**src/rtl/fpu_pkg.sv**
```systemverilog
// Shared opcodes, constants and FSM state for the FPU issue queue.
package fpu_pkg;

    localparam logic [1:0] FPU_ADD = 2'b00;
    localparam logic [1:0] FPU_SUB = 2'b01;
    localparam logic [1:0] FPU_MUL = 2'b10;
    localparam logic [1:0] FPU_RSV = 2'b11;

    localparam logic [31:0] QNAN_32 = 32'h7FC00000;

    typedef enum logic [1:0] {
        IQ_IDLE,
        IQ_ISSUE,
        IQ_WAIT,
        IQ_HOLD
    } iq_state_t;

endpackage

```
**src/rtl/fpu_issue_queue_if.sv**
```systemverilog
// Request, FPU-side and result signals of the FPU issue queue.
interface fpu_issue_queue_if #(
    parameter int TAG_W = 4
);
    logic             in_valid;
    logic             in_ready;
    logic [1:0]       in_op;
    logic [31:0]      in_a;
    logic [31:0]      in_b;
    logic [TAG_W-1:0] in_tag;

    logic             fpu_enable;
    logic [1:0]       fpu_instruction;
    logic [31:0]      fpu_ai;
    logic [31:0]      fpu_bi;
    logic [31:0]      fpu_co;
    logic             fpu_valid;

    logic             out_valid;
    logic             out_ready;
    logic [31:0]      out_result;
    logic [TAG_W-1:0] out_tag;
    logic             out_timeout;
    logic             busy;

    modport slave (
        input  in_valid, in_op, in_a, in_b, in_tag,
        input  fpu_co, fpu_valid, out_ready,
        output in_ready, fpu_enable, fpu_instruction,
        output fpu_ai, fpu_bi, out_valid, out_result,
        output out_tag, out_timeout, busy
    );

    modport master (
        output in_valid, in_op, in_a, in_b, in_tag,
        output fpu_co, fpu_valid, out_ready,
        input  in_ready, fpu_enable, fpu_instruction,
        input  fpu_ai, fpu_bi, out_valid, out_result,
        input  out_tag, out_timeout, busy
    );

endinterface

```
**src/rtl/fpu_op_fifo.sv**
```systemverilog
// First-word-fall-through FIFO holding queued FPU operations.
module fpu_op_fifo #(
    parameter int DEPTH = 4,
    parameter int WIDTH = 70
) (
    input  logic                   clk,
    input  logic                   rst,
    input  logic                   push,
    input  logic                   pop,
    input  logic [WIDTH-1:0]       din,
    output logic [WIDTH-1:0]       head,
    output logic                   full,
    output logic                   empty,
    output logic [$clog2(DEPTH):0] count
);
    localparam int AW = $clog2(DEPTH);
    localparam logic [AW:0] CAP = (AW+1)'(DEPTH);

    logic [WIDTH-1:0] mem [DEPTH];
    logic [AW-1:0]    wr_ptr;
    logic [AW-1:0]    rd_ptr;
    logic             do_push;
    logic             do_pop;

    assign full    = count == CAP;
    assign empty   = count == '0;
    assign do_push = push && !full;
    assign do_pop  = pop && !empty;
    assign head    = mem[rd_ptr];

    always_ff @(posedge clk) begin
        if (do_push) mem[wr_ptr] <= din;
    end

    // Pointers are exactly log2(DEPTH) bits and wrap on their own.
    always_ff @(posedge clk) begin
        if (rst) begin
            wr_ptr <= '0;
            rd_ptr <= '0;
            count  <= '0;
        end else begin
            if (do_push) wr_ptr <= wr_ptr + 1'b1;
            if (do_pop)  rd_ptr <= rd_ptr + 1'b1;
            unique case ({do_push, do_pop})
                2'b10:   count <= count + 1'b1;
                2'b01:   count <= count - 1'b1;
                default: count <= count;
            endcase
        end
    end

endmodule

```
**src/rtl/fpu_issue_queue.sv**
```systemverilog
// Buffers FP ops, issues them one at a time to the FPU, returns tagged results.
module fpu_issue_queue
    import fpu_pkg::*;
#(
    parameter int DEPTH       = 4,
    parameter int TAG_W       = 4,
    parameter int TIMEOUT_CYC = 64
) (
    input logic               clk,
    input logic               rst,
    fpu_issue_queue_if.slave  io
);
    localparam int AW   = $clog2(DEPTH);
    localparam int W    = 2 + 32 + 32 + TAG_W;
    localparam int WD_W = $clog2(TIMEOUT_CYC);
    localparam logic [WD_W-1:0] WD_LAST = WD_W'(TIMEOUT_CYC - 1);

    iq_state_t        state_q;
    iq_state_t        state_d;
    logic             push;
    logic             pop;
    logic             full;
    logic             empty;
    logic [AW:0]      fifo_cnt;
    logic [W-1:0]     din;
    logic [W-1:0]     head;
    logic [1:0]       head_op;
    logic [31:0]      head_a;
    logic [31:0]      head_b;
    logic [TAG_W-1:0] head_tag;

    logic [1:0]       iss_op;
    logic [31:0]      iss_a;
    logic [31:0]      iss_b;
    logic [TAG_W-1:0] iss_tag;
    logic [WD_W-1:0]  wd_q;
    logic [31:0]      res_q;
    logic [TAG_W-1:0] tag_q;
    logic             to_q;

    logic             wd_clr;
    logic             wd_inc;
    logic             cap_valid;
    logic             cap_to;

    assign push = io.in_valid && !full;
    assign din  = {io.in_op, io.in_a, io.in_b, io.in_tag};
    assign {head_op, head_a, head_b, head_tag} = head;

    fpu_op_fifo #(
        .DEPTH (DEPTH),
        .WIDTH (W)
    ) u_fifo (
        .clk   (clk),
        .rst   (rst),
        .push  (push),
        .pop   (pop),
        .din   (din),
        .head  (head),
        .full  (full),
        .empty (empty),
        .count (fifo_cnt)
    );

    always_ff @(posedge clk) begin
        if (rst) state_q <= IQ_IDLE;
        else     state_q <= state_d;
    end

    // A real fpu_valid takes priority over the watchdog on the same edge.
    always_comb begin
        state_d   = state_q;
        pop       = 1'b0;
        wd_clr    = 1'b0;
        wd_inc    = 1'b0;
        cap_valid = 1'b0;
        cap_to    = 1'b0;
        unique case (state_q)
            IQ_IDLE: begin
                if (!empty) begin
                    pop     = 1'b1;
                    state_d = IQ_ISSUE;
                end
            end
            IQ_ISSUE: begin
                wd_clr  = 1'b1;
                state_d = IQ_WAIT;
            end
            IQ_WAIT: begin
                if (io.fpu_valid) begin
                    cap_valid = 1'b1;
                    state_d   = IQ_HOLD;
                end else if (wd_q == WD_LAST) begin
                    cap_to  = 1'b1;
                    state_d = IQ_HOLD;
                end else begin
                    wd_inc = 1'b1;
                end
            end
            IQ_HOLD: begin
                if (io.out_ready) state_d = IQ_IDLE;
            end
            default: state_d = IQ_IDLE;
        endcase
    end

    always_ff @(posedge clk) begin
        if (rst) begin
            iss_op  <= '0;
            iss_a   <= '0;
            iss_b   <= '0;
            iss_tag <= '0;
            wd_q    <= '0;
            res_q   <= '0;
            tag_q   <= '0;
            to_q    <= 1'b0;
        end else begin
            if (pop) begin
                iss_op  <= head_op;
                iss_a   <= head_a;
                iss_b   <= head_b;
                iss_tag <= head_tag;
            end
            if (wd_clr)      wd_q <= '0;
            else if (wd_inc) wd_q <= wd_q + 1'b1;
            if (cap_valid) begin
                res_q <= io.fpu_co;
                tag_q <= iss_tag;
                to_q  <= 1'b0;
            end else if (cap_to) begin
                res_q <= QNAN_32;
                tag_q <= iss_tag;
                to_q  <= 1'b1;
            end
        end
    end

    assign io.in_ready        = !full;
    assign io.fpu_enable      = state_q == IQ_ISSUE;
    assign io.fpu_instruction = iss_op;
    assign io.fpu_ai          = iss_a;
    assign io.fpu_bi          = iss_b;
    assign io.out_valid       = state_q == IQ_HOLD;
    assign io.out_result      = res_q;
    assign io.out_tag         = tag_q;
    assign io.out_timeout     = to_q;
    assign io.busy            = (fifo_cnt != '0) || (state_q != IQ_IDLE);

endmodule
```
**src/flat_wrapper.sv**
```systemverilog
// flat-port wrapper written by rule: the top's interface ports become plain ports
module fpu_issue_queue_flat import fpu_pkg::*;
#(
    parameter int DEPTH       = 4,
    parameter int TAG_W       = 4,
    parameter int TIMEOUT_CYC = 64
)
  (clk, rst, io_in_valid, io_in_op, io_in_a, io_in_b, io_in_tag, io_fpu_co, io_fpu_valid, io_out_ready, io_in_ready, io_fpu_enable, io_fpu_instruction, io_fpu_ai, io_fpu_bi, io_out_valid, io_out_result, io_out_tag, io_out_timeout, io_busy);
  fpu_issue_queue_if #(.TAG_W(TAG_W)) io_i ();
  input logic clk;
  input logic rst;
  input wire logic [$bits(io_i.in_valid)-1:0] io_in_valid;
  input wire logic [$bits(io_i.in_op)-1:0] io_in_op;
  input wire logic [$bits(io_i.in_a)-1:0] io_in_a;
  input wire logic [$bits(io_i.in_b)-1:0] io_in_b;
  input wire logic [$bits(io_i.in_tag)-1:0] io_in_tag;
  input wire logic [$bits(io_i.fpu_co)-1:0] io_fpu_co;
  input wire logic [$bits(io_i.fpu_valid)-1:0] io_fpu_valid;
  input wire logic [$bits(io_i.out_ready)-1:0] io_out_ready;
  output wire logic [$bits(io_i.in_ready)-1:0] io_in_ready;
  output wire logic [$bits(io_i.fpu_enable)-1:0] io_fpu_enable;
  output wire logic [$bits(io_i.fpu_instruction)-1:0] io_fpu_instruction;
  output wire logic [$bits(io_i.fpu_ai)-1:0] io_fpu_ai;
  output wire logic [$bits(io_i.fpu_bi)-1:0] io_fpu_bi;
  output wire logic [$bits(io_i.out_valid)-1:0] io_out_valid;
  output wire logic [$bits(io_i.out_result)-1:0] io_out_result;
  output wire logic [$bits(io_i.out_tag)-1:0] io_out_tag;
  output wire logic [$bits(io_i.out_timeout)-1:0] io_out_timeout;
  output wire logic [$bits(io_i.busy)-1:0] io_busy;
  assign io_i.in_valid = io_in_valid;
  assign io_i.in_op = io_in_op;
  assign io_i.in_a = io_in_a;
  assign io_i.in_b = io_in_b;
  assign io_i.in_tag = io_in_tag;
  assign io_i.fpu_co = io_fpu_co;
  assign io_i.fpu_valid = io_fpu_valid;
  assign io_i.out_ready = io_out_ready;
  assign io_in_ready = io_i.in_ready;
  assign io_fpu_enable = io_i.fpu_enable;
  assign io_fpu_instruction = io_i.fpu_instruction;
  assign io_fpu_ai = io_i.fpu_ai;
  assign io_fpu_bi = io_i.fpu_bi;
  assign io_out_valid = io_i.out_valid;
  assign io_out_result = io_i.out_result;
  assign io_out_tag = io_i.out_tag;
  assign io_out_timeout = io_i.out_timeout;
  assign io_busy = io_i.busy;
  fpu_issue_queue #(.DEPTH(DEPTH), .TAG_W(TAG_W), .TIMEOUT_CYC(TIMEOUT_CYC)) u_core (.clk(clk), .rst(rst), .io(io_i));
endmodule
```
**config.mk**
```make
export PLATFORM = sky130hd
export DESIGN_NAME = fpu_issue_queue_flat
export DESIGN_NICKNAME = d
export VERILOG_FILES = /design/src/rtl/fpu_pkg.sv /design/src/rtl/fpu_issue_queue_if.sv /design/src/rtl/fpu_op_fifo.sv /design/src/rtl/fpu_issue_queue.sv /design/src/flat_wrapper.sv
export SDC_FILE = /design/constraint.sdc
export NUM_CORES = 1
export LEC_CHECK = 0
export BUFFER_PORTS_ARGS = -buffer_cell sky130_fd_sc_hd__buf_2
export CAP_MARGIN = 25
export CORE_MARGIN = 2
export CORE_UTILIZATION = 30
export CTS_CLUSTER_SIZE = 40
export DETAILED_ROUTE_END_ITERATION = 7
export PLACE_DENSITY_LB_ADDON = 0.15
export SETUP_SLACK_MARGIN = 0.2
export SYNTH_ARGS = -nofsm -noshare
export SYNTH_HDL_FRONTEND = slang
export SYNTH_HIERARCHICAL = 1
export SYNTH_SLANG_ARGS = --single-unit
```
**constraint.sdc**
```tcl
create_clock -name clk -period 9.9 [get_ports clk]
set_clock_uncertainty 0.15 [all_clocks]
set_input_delay 0.495 -clock clk [delete_from_list [all_inputs] [get_ports clk]]
set_output_delay 0.495 -clock clk [all_outputs]
set_load 0.02 [all_outputs]
```
## Yosys cells after proc, flatten, opt, wreduce, memory -nomap -nowiden

Memories as Yosys holds them, arrays and structs flattened. A register that Yosys moved wholly into a read port is not among the register bits.
Cells that the tools add are included.
W data, S select, Z words.

| word-level totals | value |
|---|---|
| register bits after elaboration | 52 |
| memories | 1 |
| bits in latches | 0 |
| word-level logic and storage cells | 62 |
| output and inout bits | 107 |
| ROM bits | 0 |
| memory bits (writable) | 280 |

Memory list:

| memory | words | bits a word | rd ports | clocked after memory_dff | write ports | line | RTL |
|---|---|---|---|---|---|---|---|
| u_core.u_fifo.mem | 4 | 70 | 1 | 1 | 1 | fpu_op_fifo.sv:19 | `logic [WIDTH-1:0] mem [DEPTH];` |

| operators by class | value |
|---|---|
| divide/modulo/power cells | 0 |
| bitwise gates (word level) | 0 |
| order comparisons | 0 |
| multiply operators | 0 |
| muxes and demuxes | 23 |
| shift-type cells | 0 |
| reductions and logical operators | 15 |
| $add $sub $neg | 5 |
| equality and inequality tests | 10 |

Operator list:

| operator | count |
|---|---|
| $mux W32 | 2 |
| $mux W1 | 13 |
| $mux W2 | 4 |
| $mux W4 | 2 |
| $pmux W2 S4 | 1 |
| $add A6 B1 Y6 const B | 1 |
| $eq A2 B2 Y1 const B | 3 |
| $eq A6 B6 Y1 const B | 1 |
| $pmux W3 S2 | 1 |
| $reduce_bool A2 Y1 | 3 |
| $add A2 B1 Y2 const B | 2 |
| $eq A2 B1 Y1 const B | 2 |
| $ne A2 B2 Y1 const B | 2 |
| $reduce_or A2 Y1 | 2 |
| $add A3 B1 Y3 const B | 1 |
| $eq A3 B3 Y1 const B | 1 |
| $logic_and A1 B1 Y1 | 3 |
| $logic_not A3 Y1 | 1 |
| $ne A3 B2 Y1 const B | 1 |
| $reduce_and A3 Y1 | 1 |
| $reduce_bool A3 Y1 | 1 |
| $sub A3 B1 Y3 const B | 1 |
| $logic_not A1 Y1 | 2 |
| $logic_not A2 Y1 | 1 |
| $logic_or A1 B1 Y1 | 1 |

## Longest topological paths before layout

| depth | value |
|---|---|
| depth in word-level cells | 6 |
| depth in mapped cells | 14 |
| mapped depth without buffers | 12 |

## By module

Netlist, hierarchy kept.

By module, submodules not included:

| module | times used | area each (um^2) | cells an instance |
|---|---|---|---|
| fpu_op_fifo | 1 | 10,650.2 | 420 |
| fpu_issue_queue | 1 | 4,212.8 | 525 |

## Worst setup path after synthesis

No wires, ideal clock.

| path | value |
|---|---|
| path type | input port to flip-flop |
| from | input io_in_valid |
| to | memory u_core.u_fifo.mem[0][0], enable pin |
| cell stages on the path | 4 |
| buffers on the path | 0 |
| arrival time | 2.590 ns |
| library setup time | 0.436 ns |
| data required time | 9.314 ns |
| setup slack | 6.725 ns |
| cells stage by stage | nor2b_1 -> inv_1 -> nor2_1 -> and2_1 |

| between the ends | value |
|---|---|
| cells in the longest elaborated chain, start to end | 4 |

Ends and longest elaborated chain:

| item | line | RTL |
|---|---|---|
| from (decl) | flat_wrapper.sv:12 | `input wire logic [$bits(io_i.in_valid)-1:0] io_in_valid;` |
| $logic_and A1 B1 Y1 | fpu_issue_queue.sv:46 | `assign push = io.in_valid && !full;` |
| $logic_and A1 B1 Y1 | fpu_op_fifo.sv:27 | `assign do_push = push && !full;` |
| $mux W1 | fpu_op_fifo.sv:32 | `if (do_push) mem[wr_ptr] <= din;` |
| $mux W1 (not written as such) | fpu_op_fifo.sv:32 |  |
| to (decl) | fpu_op_fifo.sv:19 |  |

No other way between the ends.

## Final worst setup path

| path | value |
|---|---|
| from | register u_core.u_fifo.count[0] |
| to | memory u_core.u_fifo.mem[3][31], enable pin |

| between the ends | value |
|---|---|
| cells in the longest elaborated chain, start to end | 6 |

Ends and longest elaborated chain:

| item | line | RTL |
|---|---|---|
| from (decl) | fpu_op_fifo.sv:14 | `output logic [$clog2(DEPTH):0] count` |
| from (signal assigned) | fpu_op_fifo.sv:45 | `2'b10: count <= count + 1'b1;` |
| from (signal assigned) | fpu_op_fifo.sv:46 | `2'b01: count <= count - 1'b1;` |
| from (signal assigned) | fpu_op_fifo.sv:47 | `default: count <= count;` |
| $eq A3 B3 Y1 | fpu_op_fifo.sv:25 | `assign full = count == CAP;` |
| via u_core.full | fpu_issue_queue.sv:22 | `logic full;` |
| $logic_not A1 Y1 | fpu_issue_queue.sv:46 |  |
| $logic_and A1 B1 Y1 | fpu_issue_queue.sv:46 |  |
| via u_core.push | fpu_issue_queue.sv:20 | `logic push;` |
| $logic_and A1 B1 Y1 | fpu_op_fifo.sv:27 |  |
| $mux W1 | fpu_op_fifo.sv:32 |  |
| $mux W1 (not written as such) | fpu_op_fifo.sv:32 |  |

The timed path passes the listed nets, and every way through them passes these cells.

==> impl.org <==
** Run status
- Outcome :: completed

** Logic synthesis
- Fraction of post-synthesis cell area in the top cell type by area :: 56.6%
- Dominant synthesized flop cell :: sky130_fd_sc_hd__edfxtp_1
- Fraction of the yosys area taken by sequential cells :: 73.3%
- Synthesis produced 945 cells.
- Distinct cell type count after synthesis :: 41
- Yosys warnings :: 6
- Average cell area after synthesis :: 15.7 sq um
- In the post-synthesis netlist, the cell with the most instances is sky130_fd_sc_hd__edfxtp_1.
- Cell area after synthesis :: 0.0149 sq mm
- In the synthesized netlist, the cells that appear most often are 280 x sky130_fd_sc_hd__edfxtp_1, 169 x sky130_fd_sc_hd__nand2_1, 124 x sky130_fd_sc_hd__dfxtp_1, 102 x sky130_fd_sc_hd__a21oi_1, 70 x sky130_fd_sc_hd__mux4_2.
- After synthesis, the share of flip-flops with an asynchronous set or reset is 0%.
- Library cell with the largest summed area after synthesis :: sky130_fd_sc_hd__edfxtp_1
- Post-synth EDFFs :: 280
- Net count of the mapped netlist :: 1,064
- Top cells by area, synth :: sky130_fd_sc_hd__edfxtp_1 57%, sky130_fd_sc_hd__dfxtp_1 17%, sky130_fd_sc_hd__mux4_2 11%
- Counting flops and latches in the post-synthesis netlist gives 404.

** Detailed routing
- Iteration-0 DRC count of the detailed router :: 298
- After detailed routing, the number of vias per cell comes to 4.50.
- DRC violation count after routing :: 0
- Overall via count from detail_route :: 8,762
- Sum of routed wire length over all layers :: 36.1 mm
- The count of nets left with antenna violations once routing finished came out at 0.
- After detailed routing, the average wire length per cell comes to 18.5 microns.
- Number of iterations in the first detailed-routing pass :: 4

** Placed design
- The number of placed instances, taps included, is 1,778.
- Area of placed instances :: 0.0165 sq mm
- Detailed placer's ending HPWL :: 20.3 mm
- The congestion estimate from routability-driven global placement came to 0.666.
- Port buffer count :: 213

** Clocking
- At the later pin of the worst-skew pair, clock insertion delay measures 570 ps.
- CTS buffer count :: 46
- The H-tree generated during clock tree synthesis spans 2 levels.
- Counting along the longest clock path gives a buffer depth of 3.
- Cts repair resizes :: 0
- TritonCTS built the clock tree.
- After clock tree synthesis, the clock-pin slew on the worst setup and hold paths is 60 ps.
- The tree is rooted in a sky130_fd_sc_hd__clkbuf_16.
- The clock net in this run drives a total of 404 sinks.

** Pwr
- In this run the power density over the cells is 277 mW/mm^2.
- Max rail drop VDD :: 0.285 mV
- Power comes to 5.23 mW.
- Summed over all cells, the static leakage comes to 6.71 nW.

** Critical path
- Master of the slowest instance on the critical path :: sky130_fd_sc_hd__buf_4
- The worst register-to-register path has a setup slack of 6860 ps.
- Data arrives at the worst endpoint at 3090 ps.
- Required time at the worst-slack endpoint :: 9950 ps
- On the critical path the largest part of the delay comes from simple AND/OR/NAND/NOR gates.
- For this run, the slowest stage of the critical path takes 660 ps.
- The startpoint identified for the worst register-to-register timing path is u_core/u_fifo/count[0]$_SDFFE_PP0P_.
- Crit end category :: flop
- Maximum fanout along the worst path :: 40
- Crit start category :: flop
- Cells along the critical path :: nor3b_2 -> nor2b_1 -> inv_1 -> nor2_1 -> and2_4 -> buf_4
- Counting both buffers and inverters, the worst setup path holds a total of 2.
- Counting cells, the worst reg-to-reg path comes to 6.
- Path type of the worst setup path :: reg -> reg
- In this run the worst setup path begins at u_core/u_fifo/count[0]$_SDFFE_PP0P_.
- The endpoint identified for the worst register-to-register timing path is u_core/u_fifo/mem[3][31]$_DFFE_PP_.

** Hold path
- Hold worst-path end :: u_core/u_fifo/mem[2][2]$_DFFE_PP_
- The startpoint identified for the worst hold timing path is io_in_tag[2].
- In this run the worst hold path is classified as in -> reg.
- Worst hold path cell count :: 1

** Final layout
- Relative to the synthesized area, the layout overhead comes to 27.2%.
- Area of all placed cells without fillers :: 0.0189 sq mm
- Total Nets Final :: 1,364
- Cells with a size suffix above 1 make up 30.0% of the layout.
- Finished Layout Cells :: 1,949
- # fillers :: 4,697

** GRT
- The initial antenna violation count was 5.
- The number of global-route vias before repair was 8,886.
- For met1 alone, demand over resource in global routing was 17.7%.
- Wire length of the first global-routing pass :: 53.7 mm
- For met2 alone, demand over resource in global routing was 23.1%.
- Overall routing resource usage :: 14.0%
- For this run, global-route usage on met3 was measured as 4.19%.
- Entering global routing, the biggest net connects 72 pins.
- Busiest layer in global routing :: met2
- Total congestion overflow after global routing :: 0

** STA
- Post-layout minimum cycle time :: 3040 ps
- Final hold violation count :: 0
- Total negative slack :: 0 ps
- RSZ-0062 raised after global routing :: false
- For the pin with the worst max-slew slack, the measured transition is 1020 ps.
- Based on the critical path, the design can be clocked at up to 0.329 GHz.
- Finish-stage setup viols :: 0
- Worst Hold Slack :: 25.8 ps
- Number of slew-limit violations in the final report :: 0
- Slew margin rel. :: 32.1%
- Of the available clock period, the critical path in the final layout requires 30.7%.

** Floorplanning
- The initial utilization of the core area, before any placement, comes to 30.4%.
- Total die area :: 0.0513 sq mm
- Die height :: 227 microns
- Count of boundary I/O pins :: 214
- In this run the core area contains 81 standard-cell rows.
- From left edge to right edge, the die measures 227 microns.
- The region available for standard cell placement spans 0.0490 sq mm.

** Flow run
- MaxCap Viol Count :: 0
==> kinds of logic (layout without fill, tap and decap cells) <==
family	Yosys count	count (layout)	synth area share, %
other	0	2	0
adder cells (fa/ha/maj)	12	12	1.06
flip-flops	404	404	73.3
multiplexers	72	72	10.7
buffers and inverters	68	406	2.73
AO/OA/AOI/OAI	117	117	4.11
AND/OR/NAND/NOR	267	267	7.80
XOR/XNOR	5	5	0.295
==> routing by layer <==
layer / up-vias / routed length (microns)
met1: 4369 / 16100
li1: 4143 / -
met3: 45 / 2330
met5: - / 31
met4: 6 / 659
met2: 199 / 17000
==> what timing repair did <==
action | in CTS | in global routing
setup buffers | 0 | 0
hold buffers | 82 | 0
hold endpoints to repair | 283 | 0
==> how the worst max path moves through the flow <==
stage / to / cells past startpoint
finish: u_core/u_fifo/mem[3][31]$_DFFE_PP_ / 6
global route: u_core/u_fifo/mem[1][31]$_DFFE_PP_ / 6
CTS: u_core/u_fifo/mem[0][31]$_DFFE_PP_ / 6
detailed placement: u_core/u_fifo/mem[0][23]$_DFFE_PP_ / 6
global placement: u_core/u_fifo/mem[3][31]$_DFFE_PP_ / 6
floorplan: u_core/u_fifo/mem[0][0]$_DFFE_PP_ / 4
==> stage by stage <==
step	worst slack (ps)	utilization (%)
finish	6860	38.6
detailed placement	6720	33.8
floorplan	6720	-
global route	6650	38.6
CTS	6760	38.5
global placement	6670	33.7
==> flip-flops by register name, summed over array words and instances (netlist names), 3 cells and up, named ones only <==
name and flops:
u_core/u_fifo/mem 280, u_core/io.fpu_ai 32, u_core/io.fpu_bi 32, u_core/io.out_result 32, u_core/wd_q 6, u_core/io.out_tag 4
u_core/iss_tag 4, u_core/u_fifo/count 3
==> placed cells by master, fill, tap and decap left out, types with 2 or more instances in the layout <==
cell                              n
sky130_fd_sc_hd__xor2_1           5
sky130_fd_sc_hd__clkbuf_16       47
sky130_fd_sc_hd__buf_2          212
sky130_fd_sc_hd__or3_1            3
sky130_fd_sc_hd__bufinv_16        4
sky130_fd_sc_hd__clkinv_1         5
sky130_fd_sc_hd__nor3_1          23
sky130_fd_sc_hd__ha_1            11
sky130_fd_sc_hd__inv_1           12
sky130_fd_sc_hd__clkbuf_8         5
sky130_fd_sc_hd__dlygate4sd3_1   82
sky130_fd_sc_hd__a21oi_1        102
sky130_fd_sc_hd__dfxtp_1        122
sky130_fd_sc_hd__and2_4           4
sky130_fd_sc_hd__buf_4           11
sky130_fd_sc_hd__and2_2           2
sky130_fd_sc_hd__nand3_1         29
sky130_fd_sc_hd__mux4_2          70
sky130_fd_sc_hd__o21ai_0          7
sky130_fd_sc_hd__nor2_1          20
sky130_fd_sc_hd__nand2b_1         2
sky130_fd_sc_hd__clkbuf_1         9
sky130_fd_sc_hd__and2_1           2
sky130_fd_sc_hd__dfxtp_4          2
sky130_fd_sc_hd__clkinv_2        13
sky130_fd_sc_hd__edfxtp_1       280
sky130_fd_sc_hd__or2_2            2
sky130_fd_sc_hd__nand2_1        169
sky130_fd_sc_hd__clkinv_8         2
sky130_fd_sc_hd__mux2i_1          2
sky130_fd_sc_hd__nor2b_1          2
sky130_fd_sc_hd__o2111ai_1        2
sky130_fd_sc_hd__diode_2          2
==> layout make-up <==
type	instances	area (sq um)	area share, %
clock inverters	25	248	1.31
well taps	664	831	4.40
clock buffers	61	1280	6.77
inverters	13	50.0	0.265
multi-input cells	473	3580	19.0
diodes	2	5.00	0.0265
repair buffers	307	2010	10.6
flip-flops and latches	404	10900	57.7
==> report_power, final <==
part           total [mW]  internal, mW  switching, mW  leakage (nW)
clock                1.69          1.01          0.675         0.756
combinational        1.29         0.497          0.793          2.37
sequential           2.25          2.10          0.148          3.58
total                5.23          3.61           1.62          6.71
Note: power is estimated with default switching activity, not from simulation.
